**src/rtl/tans_hf_decoder_if.sv**
```systemverilog
// Serial stream bundle for the tANS-to-Huffman decoder:
// refill bits in (i_*) and Huffman code bits out (o_*).
interface tans_hf_decoder_if;
  logic i_bit;
  logic i_valid;
  logic i_ready;
  logic o_bit;
  logic o_valid;
  logic o_ready;
  logic o_last;

  modport master (
    output i_bit, i_valid, o_ready,
    input  i_ready, o_bit, o_valid, o_last
  );

  modport slave (
    input  i_bit, i_valid, o_ready,
    output i_ready, o_bit, o_valid, o_last
  );
endinterface

```
**src/rtl/tans_hf_decoder.sv**
```systemverilog
// tANS (L=8: A:5 B:2 C:1) to Huffman (A=0 B=10 C=11) decoder.
// Optional TANS_DEC_ERR_EN: flag and skip start states below 8.
module tans_hf_decoder #(
  parameter int COUNT_W = 8
) (
  input  logic               PHI,
  input  logic               RST,
  input  logic               START,
  input  logic [3:0]         i_state,
  input  logic [COUNT_W-1:0] i_count,
  tans_hf_decoder_if.slave   io,
  output logic               BUSY,
  output logic               DONE,
  output logic               ERR
);

  typedef enum logic [2:0] {
    IDLE, LOOKUP, EMIT, READ, FIN
  } st_t;

  typedef enum logic [1:0] {
    SYM_A, SYM_B, SYM_C
  } sym_t;

  st_t                st, st_n;
  sym_t               sym, sym_n, t_sym;
  logic [3:0]         x, x_n, xs, xs_n, t_xs, ld;
  logic [1:0]         nb, nb_n, t_nb;
  logic [COUNT_W-1:0] cnt, cnt_n;
  logic               cb, cb_n;
  logic               ov, ov_n, ob, ob_n, ol, ol_n;
  logic               ir, ir_n;
  logic               err_start;
`ifdef TANS_DEC_ERR_EN
  logic               err, err_n;
  assign ld        = i_state;
  assign err_start = ~i_state[3];
  assign ERR       = err;
`else
  assign ld        = i_state | 4'b1000;
  assign err_start = 1'b0;
  assign ERR       = 1'b0;
`endif

  assign BUSY       = (st != IDLE);
  assign DONE       = (st == FIN);
  assign io.o_valid = ov;
  assign io.o_bit   = ob;
  assign io.o_last  = ol;
  assign io.i_ready = ir;

  // Decode table: x -> symbol, x_s, refill bit count
  always_comb begin
    t_sym = SYM_A;
    t_xs  = x - 4'd3;
    t_nb  = 2'd0;
    unique case (1'b1)
      (x >= 4'd8 && x <= 4'd10): t_nb = 2'd1;
      (x == 4'd11 || x == 4'd12): t_nb = 2'd0;
      (x == 4'd13 || x == 4'd14): begin
        t_sym = SYM_B;
        t_xs  = x - 4'd11;
        t_nb  = 2'd2;
      end
      (x == 4'd15): begin
        t_sym = SYM_C;
        t_xs  = 4'd1;
        t_nb  = 2'd3;
      end
      default: t_nb = 2'd0;
    endcase
  end

  always_comb begin
    st_n  = st;
    x_n   = x;
    xs_n  = xs;
    nb_n  = nb;
    sym_n = sym;
    cnt_n = cnt;
    cb_n  = cb;
    ov_n  = ov;
    ob_n  = ob;
    ol_n  = ol;
    ir_n  = ir;
`ifdef TANS_DEC_ERR_EN
    err_n = err;
`endif
    unique case (st)
      IDLE: begin
        if (START) begin
          x_n   = ld;
          cnt_n = i_count;
`ifdef TANS_DEC_ERR_EN
          err_n = err_start;
`endif
          if (err_start || i_count == '0)
            st_n = FIN;
          else
            st_n = LOOKUP;
        end
      end
      LOOKUP: begin
        sym_n = t_sym;
        xs_n  = t_xs;
        nb_n  = t_nb;
        if (cnt != '0)
          cnt_n = cnt - 1'b1;
        cb_n  = 1'b0;
        ov_n  = 1'b1;
        ob_n  = (t_sym != SYM_A);
        ol_n  = (cnt == COUNT_W'(1)) && (t_sym == SYM_A);
        st_n  = EMIT;
      end
      EMIT: begin
        if (ov && io.o_ready) begin
          if (sym != SYM_A && !cb) begin
            cb_n = 1'b1;
            ob_n = (sym == SYM_C);
            ol_n = (cnt == '0);
          end else begin
            ov_n = 1'b0;
            ob_n = 1'b0;
            ol_n = 1'b0;
            // last symbol: remaining state is dropped
            if (cnt == '0) begin
              st_n = FIN;
            end else if (nb == 2'd0) begin
              x_n  = xs;
              st_n = LOOKUP;
            end else begin
              ir_n = 1'b1;
              st_n = READ;
            end
          end
        end
      end
      READ: begin
        if (ir && io.i_valid) begin
          xs_n = {xs[2:0], io.i_bit};
          nb_n = nb - 2'd1;
          if (nb == 2'd1) begin
            ir_n = 1'b0;
            x_n  = {xs[2:0], io.i_bit};
            st_n = LOOKUP;
          end
        end
      end
      FIN:     st_n = IDLE;
      default: st_n = IDLE;
    endcase
  end

  always_ff @(posedge PHI or posedge RST) begin
    if (RST) begin
      st  <= IDLE;
      x   <= '0;
      xs  <= '0;
      nb  <= '0;
      sym <= SYM_A;
      cnt <= '0;
      cb  <= 1'b0;
      ov  <= 1'b0;
      ob  <= 1'b0;
      ol  <= 1'b0;
      ir  <= 1'b0;
`ifdef TANS_DEC_ERR_EN
      err <= 1'b0;
`endif
    end else begin
      st  <= st_n;
      x   <= x_n;
      xs  <= xs_n;
      nb  <= nb_n;
      sym <= sym_n;
      cnt <= cnt_n;
      cb  <= cb_n;
      ov  <= ov_n;
      ob  <= ob_n;
      ol  <= ol_n;
      ir  <= ir_n;
`ifdef TANS_DEC_ERR_EN
      err <= err_n;
`endif
    end
  end

endmodule

```
**src/flat_wrapper.sv**
```systemverilog
// flat-port wrapper written by rule: the top's interface ports become plain ports
module tans_hf_decoder_flat 
#(
  parameter int COUNT_W = 8
)
  (PHI, RST, START, i_state, i_count, BUSY, DONE, ERR, io_i_bit, io_i_valid, io_o_ready, io_i_ready, io_o_bit, io_o_valid, io_o_last);
  tans_hf_decoder_if io_i ();
  input  logic PHI;
  input  logic RST;
  input  logic START;
  input  logic [3:0] i_state;
  input  logic [COUNT_W-1:0] i_count;
  output logic BUSY;
  output logic DONE;
  output logic ERR;
  input wire logic [$bits(io_i.i_bit)-1:0] io_i_bit;
  input wire logic [$bits(io_i.i_valid)-1:0] io_i_valid;
  input wire logic [$bits(io_i.o_ready)-1:0] io_o_ready;
  output wire logic [$bits(io_i.i_ready)-1:0] io_i_ready;
  output wire logic [$bits(io_i.o_bit)-1:0] io_o_bit;
  output wire logic [$bits(io_i.o_valid)-1:0] io_o_valid;
  output wire logic [$bits(io_i.o_last)-1:0] io_o_last;
  assign io_i.i_bit = io_i_bit;
  assign io_i.i_valid = io_i_valid;
  assign io_i.o_ready = io_o_ready;
  assign io_i_ready = io_i.i_ready;
  assign io_o_bit = io_i.o_bit;
  assign io_o_valid = io_i.o_valid;
  assign io_o_last = io_i.o_last;
  tans_hf_decoder #(.COUNT_W(COUNT_W)) u_core (.PHI(PHI), .RST(RST), .START(START), .i_state(i_state), .i_count(i_count), .io(io_i), .BUSY(BUSY), .DONE(DONE), .ERR(ERR));
endmodule
```
**config.mk**
```make
export PLATFORM = sky130hd
export DESIGN_NAME = tans_hf_decoder_flat
export DESIGN_NICKNAME = d
export VERILOG_FILES = /design/src/rtl/tans_hf_decoder_if.sv /design/src/rtl/tans_hf_decoder.sv /design/src/flat_wrapper.sv
export SDC_FILE = /design/constraint.sdc
export NUM_CORES = 1
export LEC_CHECK = 0
export ABC_AREA = 0
export BUFFER_PORTS_ARGS = -buffer_cell sky130_fd_sc_hd__clkbuf_2
export CORE_AREA = 4 4 62 64
export DETAILED_ROUTE_END_ITERATION = 12
export DIE_AREA = 0 0 66 68
export PLACE_DENSITY_LB_ADDON = 0.25
export SLEW_MARGIN = 20
export SYNTH_ARGS = -nofsm -noshare
export SYNTH_HDL_FRONTEND = slang
export SYNTH_SLANG_ARGS = --single-unit
```
**constraint.sdc**
```tcl
create_clock -name PHI -period 2.11 [get_ports PHI]
set_clock_uncertainty 0.05 [all_clocks]
set_input_delay 0.1055 -clock PHI [delete_from_list [all_inputs] [get_ports PHI]]
set_output_delay 0.1055 -clock PHI [all_outputs]
set_load 0.03 [all_outputs]
```
==> metrics.yaml <==
floorplanning:
  die_x_um: 66
  ioPinCount: 25
  fp.dieH_um: 68
  num_rows: 21
  initial_core_util: 0.562
  core_area_um2: 3280
  dieArea_um2: 4490
synth:
  synth_edf_count: 0
  ys_ff_latch: 28
  async_flop_share: 1.00
  yosys_most_used_dff: "dfrtp_1"
  syn-mean-instance-area_um2: 9.14
  synthMostInstantiatedCell: "dfrtp_1"
  netlist_top_cells_count: "dfrtp_1 (28), nand2_1 (14), nor2_1 (14)"
  yosys.area.top_type: "dfrtp_1"
  yosysSeqAreaShare: 0.380
  ys_warn_count: 0
  synth_nets: 227
  yosysTopAreaCellShare: 0.380
  synthCells: 202
  synthTopCellsByArea: "dfrtp_1 (38%), mux2i_1 (5.4%), ha_1 (4.7%)"
  yosysUniqueCellTypes: 56
  syn_area_um2: 1850
grt:
  grt_overflow: 0
  antenna_found_initial: 0
  met1_usage: 0.293
  grtUsageTotal: 0.231
  grt_pass1_vias: 1683
  grt_pass1_wl_mm: 7.92
  busiest_layer: "met2"
  grt_util_met2: 0.392
  grt_max_degree: 29
  met3_usage: 0.0394
final_layout:
  fillCellCount: 273
  synthToLayoutAreaGrowth_pct: 16.0
  final_core_util: 0.652
  nNetsFinal: 260
  antenna_cells: 0
  drive_gt1_frac: 0.261
critical_path:
  slowest_delay_ps: 430
  worstPathCellList: "inv_1 > ha_1 > or3b_4 > o311ai_4 > buf_4 > a21oi_1 > o22a_1"
  rrSetupSlack_ps: 80
  start_kind: "flip-flop"
  required_ps: 2320
  critPathTopFamily: "compound AO/OA/AOI/OAI gates"
  r2r_cells: 7
  crit_cells: 7
  cpMaxStageDelayCell: "dfrtp_1"
  critPathLaunch: "u_core.cnt[1]"
  path_class: "reg -> reg"
  critPathCaptureType: "flip-flop"
  r2r-start: "u_core.cnt[1]"
  worst-path-buf-inv: 2
  cp.arrival_ps: 2230
  critPathMaxFanout: 5
  r2r_end: "u_core.cnt[5]"
  crit_end: "u_core.cnt[5]"
sta:
  rsz0062_at_grt: "false"
  slew_viol_final: 0
  setup_viol: 0
  setup_tns_ps: 0
  hold_viol_final: 0
  min_period_ps: 2030
  fin_crit_sh: 0.960
  max_freq_mhz: 493
  tightestPinTransition_ps: 579
  slew-limit-headroom: 0.611
min_path:
  hp-class: "in -> reg"
detailed_routing:
  vias_per_cell: 6.21
  vias: 1739
  drt-total-wl_mm: 4.75
  ant_nets: 0
  drt_first_pass_iters: 4
  drcViolationCount: 0
  drt-wirelength-per-cell_um: 17.0
  first_iter_violations: 221
placed_design:
  io_buffers: 22
  dp_hpwl_mm: 3.61
  place_congestion: 0.880
power:
  leakage_nw: 0.997
  fin_total_pwr_uw: 943
  power_density_nw_per_um2: 440
  ir_drop_mv: 0.454
job:
  max_cap_violations: 0
clock_network:
  cts_root_buffer: "clkbuf_4"
  cts_max_path_buffers: 2
  cts_tree: "yes"
  htree_levels: 1
  clk_pin_slew_ps: 160
  cts_num_sinks: 28
  worstSkewPairLatency_ps: 340
  cts_inserted_buffers: 3
outcome:
  status: "finished, final reports clean"
-- flip-flops by register name, summed over array words and instances (netlist names) --
name / flops
u_core.nb: 2
u_core.cnt: 8
u_core.xs: 4
u_core.sym: 2
u_core.x: 4
u_core.io.o_bit: 1
u_core.io.i_ready: 1
u_core.cb: 1
u_core.io.o_last: 1
u_core.io.o_valid: 1
u_core.st: 3
-- area by class of cell --
class                      instances  area (um^2)  share of cell area
multi-input combinational        152         1040               0.488
tap                               46         57.6              0.0269
inverter                          11         41.3              0.0193
timing repair buffer              39          244               0.114
clock inverter                     1         30.0              0.0140
clock buffer                       3         22.5              0.0105
sequential                        28          701               0.327
-- cell usage in the layout, fill, tap and decap left out, drive strengths merged, types with 2 or more instances in the layout --
| master | netlist | final |
|---|---|---|
| a31oi | 4 | 4 |
| o22ai | 2 | 2 |
| nand2 | 14 | 14 |
| nor3 | 7 | 7 |
| clkbuf | 1 | 25 |
| nand4 | 2 | 2 |
| nor2 | 14 | 14 |
| nand3 | 9 | 9 |
| o21ai | 14 | 14 |
| mux2i | 10 | 10 |
| dfrtp | 28 | 28 |
| o311ai | 2 | 2 |
| a22oi | 3 | 3 |
| or3 | 4 | 4 |
| nor4 | 4 | 4 |
| a211oi | 2 | 2 |
| o211ai | 3 | 3 |
| or2 | 4 | 4 |
| nor3b | 5 | 5 |
| ha | 7 | 7 |
| a21oi | 14 | 14 |
| buf | 10 | 16 |
| mux2 | 3 | 3 |
| inv | 11 | 11 |
| or3b | 4 | 4 |
-- stage by stage --
step | hold slack [ps] | setup slack [ps] | cells | instance area, um^2
after floorplan | 121 | 216 | 202 | 1850
after global placement | 113 | 114 | 272 | 2040
after detailed placement | 123 | 58.0 | 272 | 2040
after CTS | 5.77 | 29.8 | 277 | 2110
after global routing | 5.22 | 5.46 | 280 | 2140
final | 4.93 | 83.5 | 280 | 2140
-- what timing repair did --
item | 4_1_cts | 5_1_grt
endpoints found under the setup margin | 0 | 5
hold endpoints to repair | 28 | 0
hold buffers | 1 | 0
buffers inserted | 0 | 3
resized for setup | 0 | 3
-- how the worst min path moves through the flow --
stage                     from                 to  slack, ps  cells after the start
floorplan                  RST          u_core.cb        120                      1
global placement           RST   u_core.io.o_last        110                      3
detailed placement         RST  u_core.io.o_valid        120                      3
CTS                 i_count[1]      u_core.cnt[1]          6                      3
global route        io_o_ready  u_core.io.o_valid          5                      3
finish              i_count[1]      u_core.cnt[1]          5                      3
-- worst register-to-register path, stage by stage (launching register included) --
cell and delay, ps:
dfrtp_1 430, inv_1 110, ha_1 180, or3b_4 420
o311ai_4 370, buf_4 180, a21oi_1 40, o22a_1 170
-- power breakdown --
group          internal [mW]  switching (mW)  total [mW]
combinational         0.0175          0.0267      0.0442
sequential             0.537               0       0.537
clock                  0.192           0.169       0.362
total                  0.747           0.196       0.943
-- logic make-up (layout without fill, tap and decap cells) --
logic type,count (synthesis),count (layout),share of synthesized area
adder cells (fa/ha/maj),7,7,0.0475
multiplexers,13,13,0.0725
XOR/XNOR,1,1,0.00475
other,1,1,0.00203
buffers and inverters,22,54,0.0583
AND/OR/NAND/NOR,73,73,0.219
flip-flops,28,28,0.380
AO/OA/AOI/OAI,57,57,0.216
-- metal layers --
| layer | up-vias | wire length (um) |
|---|---|---|
| met5 | - | 0 |
| met1 | 836 | 2010 |
| met4 | 0 | 89 |
| met2 | 77 | 2370 |
| li1 | 811 | - |
| met3 | 15 | 286 |
(Power assumes the default switching activity.)
